$ cat config.mk
export PLATFORM = sky130hd
export DESIGN_NAME = pipeline_hazard_ctrl
export DESIGN_NICKNAME = d
export VERILOG_FILES = /design/src/rtl/pipeline_hazard_ctrl.sv
export SDC_FILE = /design/constraint.sdc
export NUM_CORES = 1
export LEC_CHECK = 0
export ABC_AREA = 1
export CAP_MARGIN = 20
export CORE_AREA = 3 3 85 87
export DETAILED_ROUTE_END_ITERATION = 12
export DIE_AREA = 0 0 88 90
export GPL_ROUTABILITY_DRIVEN = 0
export MAX_ROUTING_LAYER = met4
export PLACE_DENSITY = 0.84
export SLEW_MARGIN = 20
export SYNTH_ARGS = -nofsm -noshare
export SYNTH_HDL_FRONTEND = slang
export SYNTH_SLANG_ARGS = --single-unit
$ cat constraint.sdc
create_clock -name clk -period 2.1 [get_ports clk]
set_clock_uncertainty 0.2 [all_clocks]
set_input_delay 0.21 -clock clk [delete_from_list [all_inputs] [get_ports clk]]
set_output_delay 0.21 -clock clk [all_outputs]
set_load 0.01 [all_outputs]
$ cat src/rtl/pipeline_hazard_ctrl.sv
`default_nettype none
// ============================================================================
//  Module   : pipeline_hazard_ctrl
//  Purpose  : Stall/flush sequencer for a 5-stage pipeline: load-use bubbles,
//             taken-branch flushes, dmem wait/timeout handling, stall counter.
//  Revision : 1.0  initial release
// ============================================================================
module pipeline_hazard_ctrl #(
  parameter int MAX_WAIT = 16,
  parameter int CNT_W    = 32
) (
  input  logic             clk,
  input  logic             reset,
  input  logic [4:0]       id_rs,
  input  logic [4:0]       id_rt,
  input  logic             id_uses_rt,
  input  logic [4:0]       id_ex_rt,
  input  logic             ctrl_memRead_id_ex,
  input  logic             ctrl_branch_ex_mem,
  input  logic             zero_ex_mem,
  input  logic             ctrl_memRead_ex_mem,
  input  logic             ctrl_memWrite_ex_mem,
  input  logic             dmem_ready,
  output logic             pc_write,
  output logic             pc_src,
  output logic             if_id_write,
  output logic             if_id_flush,
  output logic             id_ex_write,
  output logic             id_ex_flush,
  output logic             ex_mem_write,
  output logic             ex_mem_flush,
  output logic             mem_wb_flush,
  output logic             dmem_req,
  output logic             mem_err,
  output logic [CNT_W-1:0] stall_cycles
);

  typedef enum logic [1:0] {
    RUN      = 2'd0,
    MEM_WAIT = 2'd1,
    ERR      = 2'd2
  } state_t;

  localparam logic [7:0] c_MAX_WAIT = 8'(MAX_WAIT);

  state_t           r_state;
  state_t           w_state_nxt;
  logic [7:0]       r_wait_cnt;
  logic [7:0]       w_wait_nxt;
  logic             r_mem_err;
  logic             w_err_set;
  logic [CNT_W-1:0] r_stall_cycles;
  logic             w_freeze;
  logic             w_hazard_eval;
  logic             w_mem_op;
  logic             w_taken;
  logic             w_load_use;

  assign w_mem_op   = ctrl_memRead_ex_mem | ctrl_memWrite_ex_mem;
  assign w_taken    = ctrl_branch_ex_mem & zero_ex_mem;
  assign w_load_use = ctrl_memRead_id_ex && (id_ex_rt != 5'd0) &&
                      ((id_ex_rt == id_rs) || (id_uses_rt && (id_ex_rt == id_rt)));

  always_comb begin
    pc_write      = 1'b1;
    pc_src        = 1'b0;
    if_id_write   = 1'b1;
    if_id_flush   = 1'b0;
    id_ex_write   = 1'b1;
    id_ex_flush   = 1'b0;
    ex_mem_write  = 1'b1;
    ex_mem_flush  = 1'b0;
    mem_wb_flush  = 1'b0;
    dmem_req      = 1'b0;
    w_state_nxt   = r_state;
    w_wait_nxt    = r_wait_cnt;
    w_err_set     = 1'b0;
    w_freeze      = 1'b0;
    w_hazard_eval = 1'b0;

    case (r_state)
      RUN: begin
        if (w_mem_op) begin
          dmem_req = 1'b1;
          if (!dmem_ready) begin
            w_freeze    = 1'b1;
            w_state_nxt = MEM_WAIT;
            w_wait_nxt  = 8'd1;
          end else begin
            w_hazard_eval = 1'b1;
          end
        end else begin
          w_hazard_eval = 1'b1;
        end
      end
      MEM_WAIT: begin
        dmem_req = 1'b1;
        if (dmem_ready) begin
          // Access completes: a pending load-use bubble is taken this same cycle
          w_state_nxt   = RUN;
          w_wait_nxt    = 8'd0;
          w_hazard_eval = 1'b1;
        end else begin
          w_freeze = 1'b1;
          if (r_wait_cnt == c_MAX_WAIT) begin
            w_state_nxt = ERR;
            w_err_set   = 1'b1;
          end else begin
            w_wait_nxt = r_wait_cnt + 8'd1;
          end
        end
      end
      ERR: begin
        w_freeze = 1'b1;
      end
      default: begin
        w_state_nxt = RUN;
      end
    endcase

    if (w_freeze) begin
      pc_write     = 1'b0;
      if_id_write  = 1'b0;
      id_ex_write  = 1'b0;
      ex_mem_write = 1'b0;
      mem_wb_flush = 1'b1;
    end

    if (w_hazard_eval) begin
      if (w_taken) begin
        pc_src       = 1'b1;
        if_id_flush  = 1'b1;
        id_ex_flush  = 1'b1;
        ex_mem_flush = 1'b1;
      end else if (w_load_use) begin
        pc_write    = 1'b0;
        if_id_write = 1'b0;
        id_ex_flush = 1'b1;
      end
    end

    if (!reset) begin
      pc_write     = 1'b0;
      pc_src       = 1'b0;
      if_id_write  = 1'b0;
      if_id_flush  = 1'b0;
      id_ex_write  = 1'b0;
      id_ex_flush  = 1'b0;
      ex_mem_write = 1'b0;
      ex_mem_flush = 1'b0;
      mem_wb_flush = 1'b0;
      dmem_req     = 1'b0;
    end
  end

  always_ff @(posedge clk) begin
    if (!reset) begin
      r_state        <= RUN;
      r_wait_cnt     <= 8'd0;
      r_mem_err      <= 1'b0;
      r_stall_cycles <= '0;
    end else begin
      r_state    <= w_state_nxt;
      r_wait_cnt <= w_wait_nxt;
      if (w_err_set) begin
        r_mem_err <= 1'b1;
      end
      if (!pc_write && (r_stall_cycles != {CNT_W{1'b1}})) begin
        r_stall_cycles <= r_stall_cycles + 1'b1;
      end
    end
  end

  assign mem_err      = r_mem_err;
  assign stall_cycles = r_stall_cycles;

endmodule
`default_nettype wire

==> results of run 1 <==
[what timing repair did]
| item | CTS | global route |
|---|---|---|
| hold endpoints to repair | 0 | 0 |
| setup buffers | 0 | 5 |
| setup endpoints to repair | 10 | 46 |
| resized for setup | 13 | 22 |
| pin swaps | 0 | 4 |
[flip-flops by register name, summed over array words and instances, names as in the netlist]
| name | flops |
|---|---|
| mem_err | 1 |
| r_wait_cnt | 8 |
| r_state | 2 |
| stall_cycles | 32 |
[area by class of cell]
| type | instances | area [um^2] | area share, % |
|---|---|---|---|
| Tap cell | 77 | 96.3 | 2.36 |
| Multi-Input combinational cell | 389 | 1870 | 45.9 |
| Sequential cell | 43 | 865 | 21.2 |
| Inverter | 52 | 195 | 4.79 |
| Timing Repair Buffer | 99 | 931 | 22.8 |
| Clock inverter | 2 | 35.0 | 0.859 |
| Clock buffer | 6 | 82.6 | 2.03 |
[power groups by stage]
stage | Sequential [uW] | Combinational, uW | Clock [uW]
finish | 844 | 407 | 676
global route | 847 | 447 | 719
CTS | 843 | 390 | 686
detailed placement | 862 | 400 | 0
global placement | 861 | 390 | 0
floorplan | 867 | 197 | 0
[critical path, cell delays in order, from the launching register on]
cell	delay [ns]
dfxtp_1	0.38
inv_2	0.06
nor2_1	0.15
inv_2	0.08
nand2_1	0.11
a22oi_2	0.08
buf_4	0.13
nor2_1	0.07
dlygate4sd2_1	0.28
[Yosys cell counts]
| library cell | count |
|---|---|
| xnor2_1 | 4 |
| a31o_2 | 1 |
| clkinv_1 | 1 |
| buf_4 | 7 |
| a22oi_1 | 1 |
| a21oi_1 | 46 |
| nor2_2 | 2 |
| nand4_1 | 7 |
| buf_2 | 4 |
| dfxtp_1 | 43 |
| nand2_2 | 5 |
| clkbuf_1 | 7 |
| nand3_1 | 45 |
| nand2_1 | 166 |
| a31oi_1 | 1 |
| inv_1 | 50 |
| and2_1 | 1 |
| nand4_4 | 1 |
| nor2_4 | 2 |
| nor2_1 | 59 |
| inv_2 | 1 |
| nand3b_1 | 14 |
| xor2_1 | 15 |
| nor4_1 | 3 |
| nor3_1 | 8 |
| ha_1 | 3 |
| o21ai_0 | 5 |
[worst paths after layout]
kind / from / end / slack (ns) / depth (start not counted)
setup reg to reg: stall_cycles[4] / stall_cycles[28] / 0.12 / 8
setup / recovery: r_state[0] / mem_wb_flush / 0.05 / 8
hold reg to reg: mem_err / mem_err / 0.27 / 2
hold / removal: mem_err / mem_err / 0.27 / 2
[per-stage QoR]
stage	hold WS [ns]	setup TNS, ns	cell area [um^2]	power [uW]
finish	0.269	0	4080	1930
global route	0.292	-0.207	4080	2010
CTS	0.270	0	4020	1920
detailed placement	0.250	-9.74	3910	1260
global placement	0.247	-7.54	3910	1250
floorplan	0.148	0	3010	1060
[cell usage in the layout, fill, tap and decap left out]
master,instances
nand2_1,165
nor2_1,59
clkdlybuf4s50_1,53
inv_1,48
a21oi_1,46
nand3_1,45
dfxtp_1,40
buf_4,29
xor2_1,15
nand3b_1,14
nor3_1,8
nand4_1,7
clkbuf_8,6
dlygate4sd2_1,6
nand2_2,5
o21ai_0,5
clkbuf_2,5
xnor2_1,4
buf_12,4
inv_2,3
ha_1,3
dfxtp_2,3
nor4_1,2
nor2_4,2
nor2_2,2
dlymetal6s2s_1,2
clkinv_1,1
a22oi_2,1
and2_1,1
nand4_4,1
nand2_4,1
nor4_2,1
a31oi_1,1
a31o_2,1
bufinv_16,1
clkinv_2,1
[layer usage]
metal | wire, um | vias to the layer above | share of wire [%]
met4 | 206 | 0 | 2.3
met3 | 555 | 22 | 6.2
met1 | 3780 | 1630 | 42
met2 | 4400 | 142 | 49
met5 | 0 | - | 0
li1 | - | 1774 | -
[cell families after synthesis]
kind of cell / count (synthesis) / share of synthesized area [%]
and+or+nand+nor: 313 / 45.6
buffers and inverters: 70 / 9.78
AOI/OAI and AO/OA: 54 / 9.23
DFF: 43 / 28.6
xor gates and xnor gates: 19 / 5.53
adders and majority gates: 3 / 1.25
==> reports/metrics.cfg, run 1 <==
[outcome]
outcome=finished, final reports clean

[cells_and_area]
fin_cells=668
area_delta_synth_final_pct=35.5
final_util_pct=63.5
layout-drive-gt1-share_pct=11.2
final_net_count=617
fillerInstances=598
antenna_cells=0

[power]
p_sw_share_pct=27.0
pwr-share-comb_pct=21.1
p_switching_uw=520
seqPwrFrac_pct=43.8
p_leak_uw=0.00171
p_int_uw=1410
p_clk_share_pct=35.1
p_per_area_nw_per_um2=473
ir_drop_v=0.000260

[sta]
timing.fmax_mhz=488
final_hold_viol_count=0
worst_pin_slew_ns=0.538
fin_ws_ns=0.0493
drv_slew=0
max_slew_margin_pct=63.8
rsz0062_at_grt=true
finalCritPeriodShare_pct=97.7
period_minus_slack_ns=2.05
setup_viol=0

[global_route]
grt_pass1_wl_mm=14.5
met3_usage_pct=4.39
gr-total-overflow=0
antenna_found_initial=0
grt_pass1_vias=3242
gr-usage-met2_pct=36.9
grt_max_degree=41
grt_use_met1_pct=28.4
grt-busiest-layer=met2
grt_util_all_layers_pct=23.0

[yosys]
ys_warn_count=0
synth_cell_types=27
synthTopCellsByArea=dfxtp_1 29%, nand2_1 21%, a21oi_1 7.7%
yosys.area.top_type=dfxtp_1
syn-num-nets=529
yosysTopAreaCellShare_pct=28.6
synthCells=502
netlist_area_um2=3010
ys_seq_area_share_pct=28.6
ys_ff_latch=43
avgSynthCellArea_um2=5.99

[placed_design]
dp_slack_ns=-0.274
place_inst=655
io_buffers=66
hpwl_mm=6.85

[clocking]
clockRootBuffer=clkbuf_8
worstSkewPairLatency_ns=0.30
tritoncts=done
path_clk_slew_ns=0.09
htreeDepth=2
cts_made_buffers=5
cts.sink_count=43
hold_buffers=0
clock_path_buffers=2

[route]
wl_mm=8.94
vias=3568
ant_nets=0
drc=0
drt_iter0_drc=282
wl_per_cell_um=13.4
drtPass1Iterations=5
via_per_inst=5.34

[floorplanning]
core-area_um2=6420
dieWidth_um=88
die_h_um=90
io_pins=67
die_area_um2=7920
rows=29
start_util_pct=46.8

[flow_run]
cap_viol_max_count=0

[min_path]
min_path_type=reg -> reg

[critical_path]
cp_max_fo=4
end_kind=output port
start_kind=flop
worstSetupPathType=reg -> out
arrival_ns=1.64
cp.required_ns=1.69

Power figures use the tool's default switching activity.
==> inputs of run 2 (changes only) <==
- ABC_CLOCK_PERIOD_IN_PS: unset -> 2100
==> results of run 2 <==
Same layout as run 1: the final DEF is identical, and so are final timing and power.
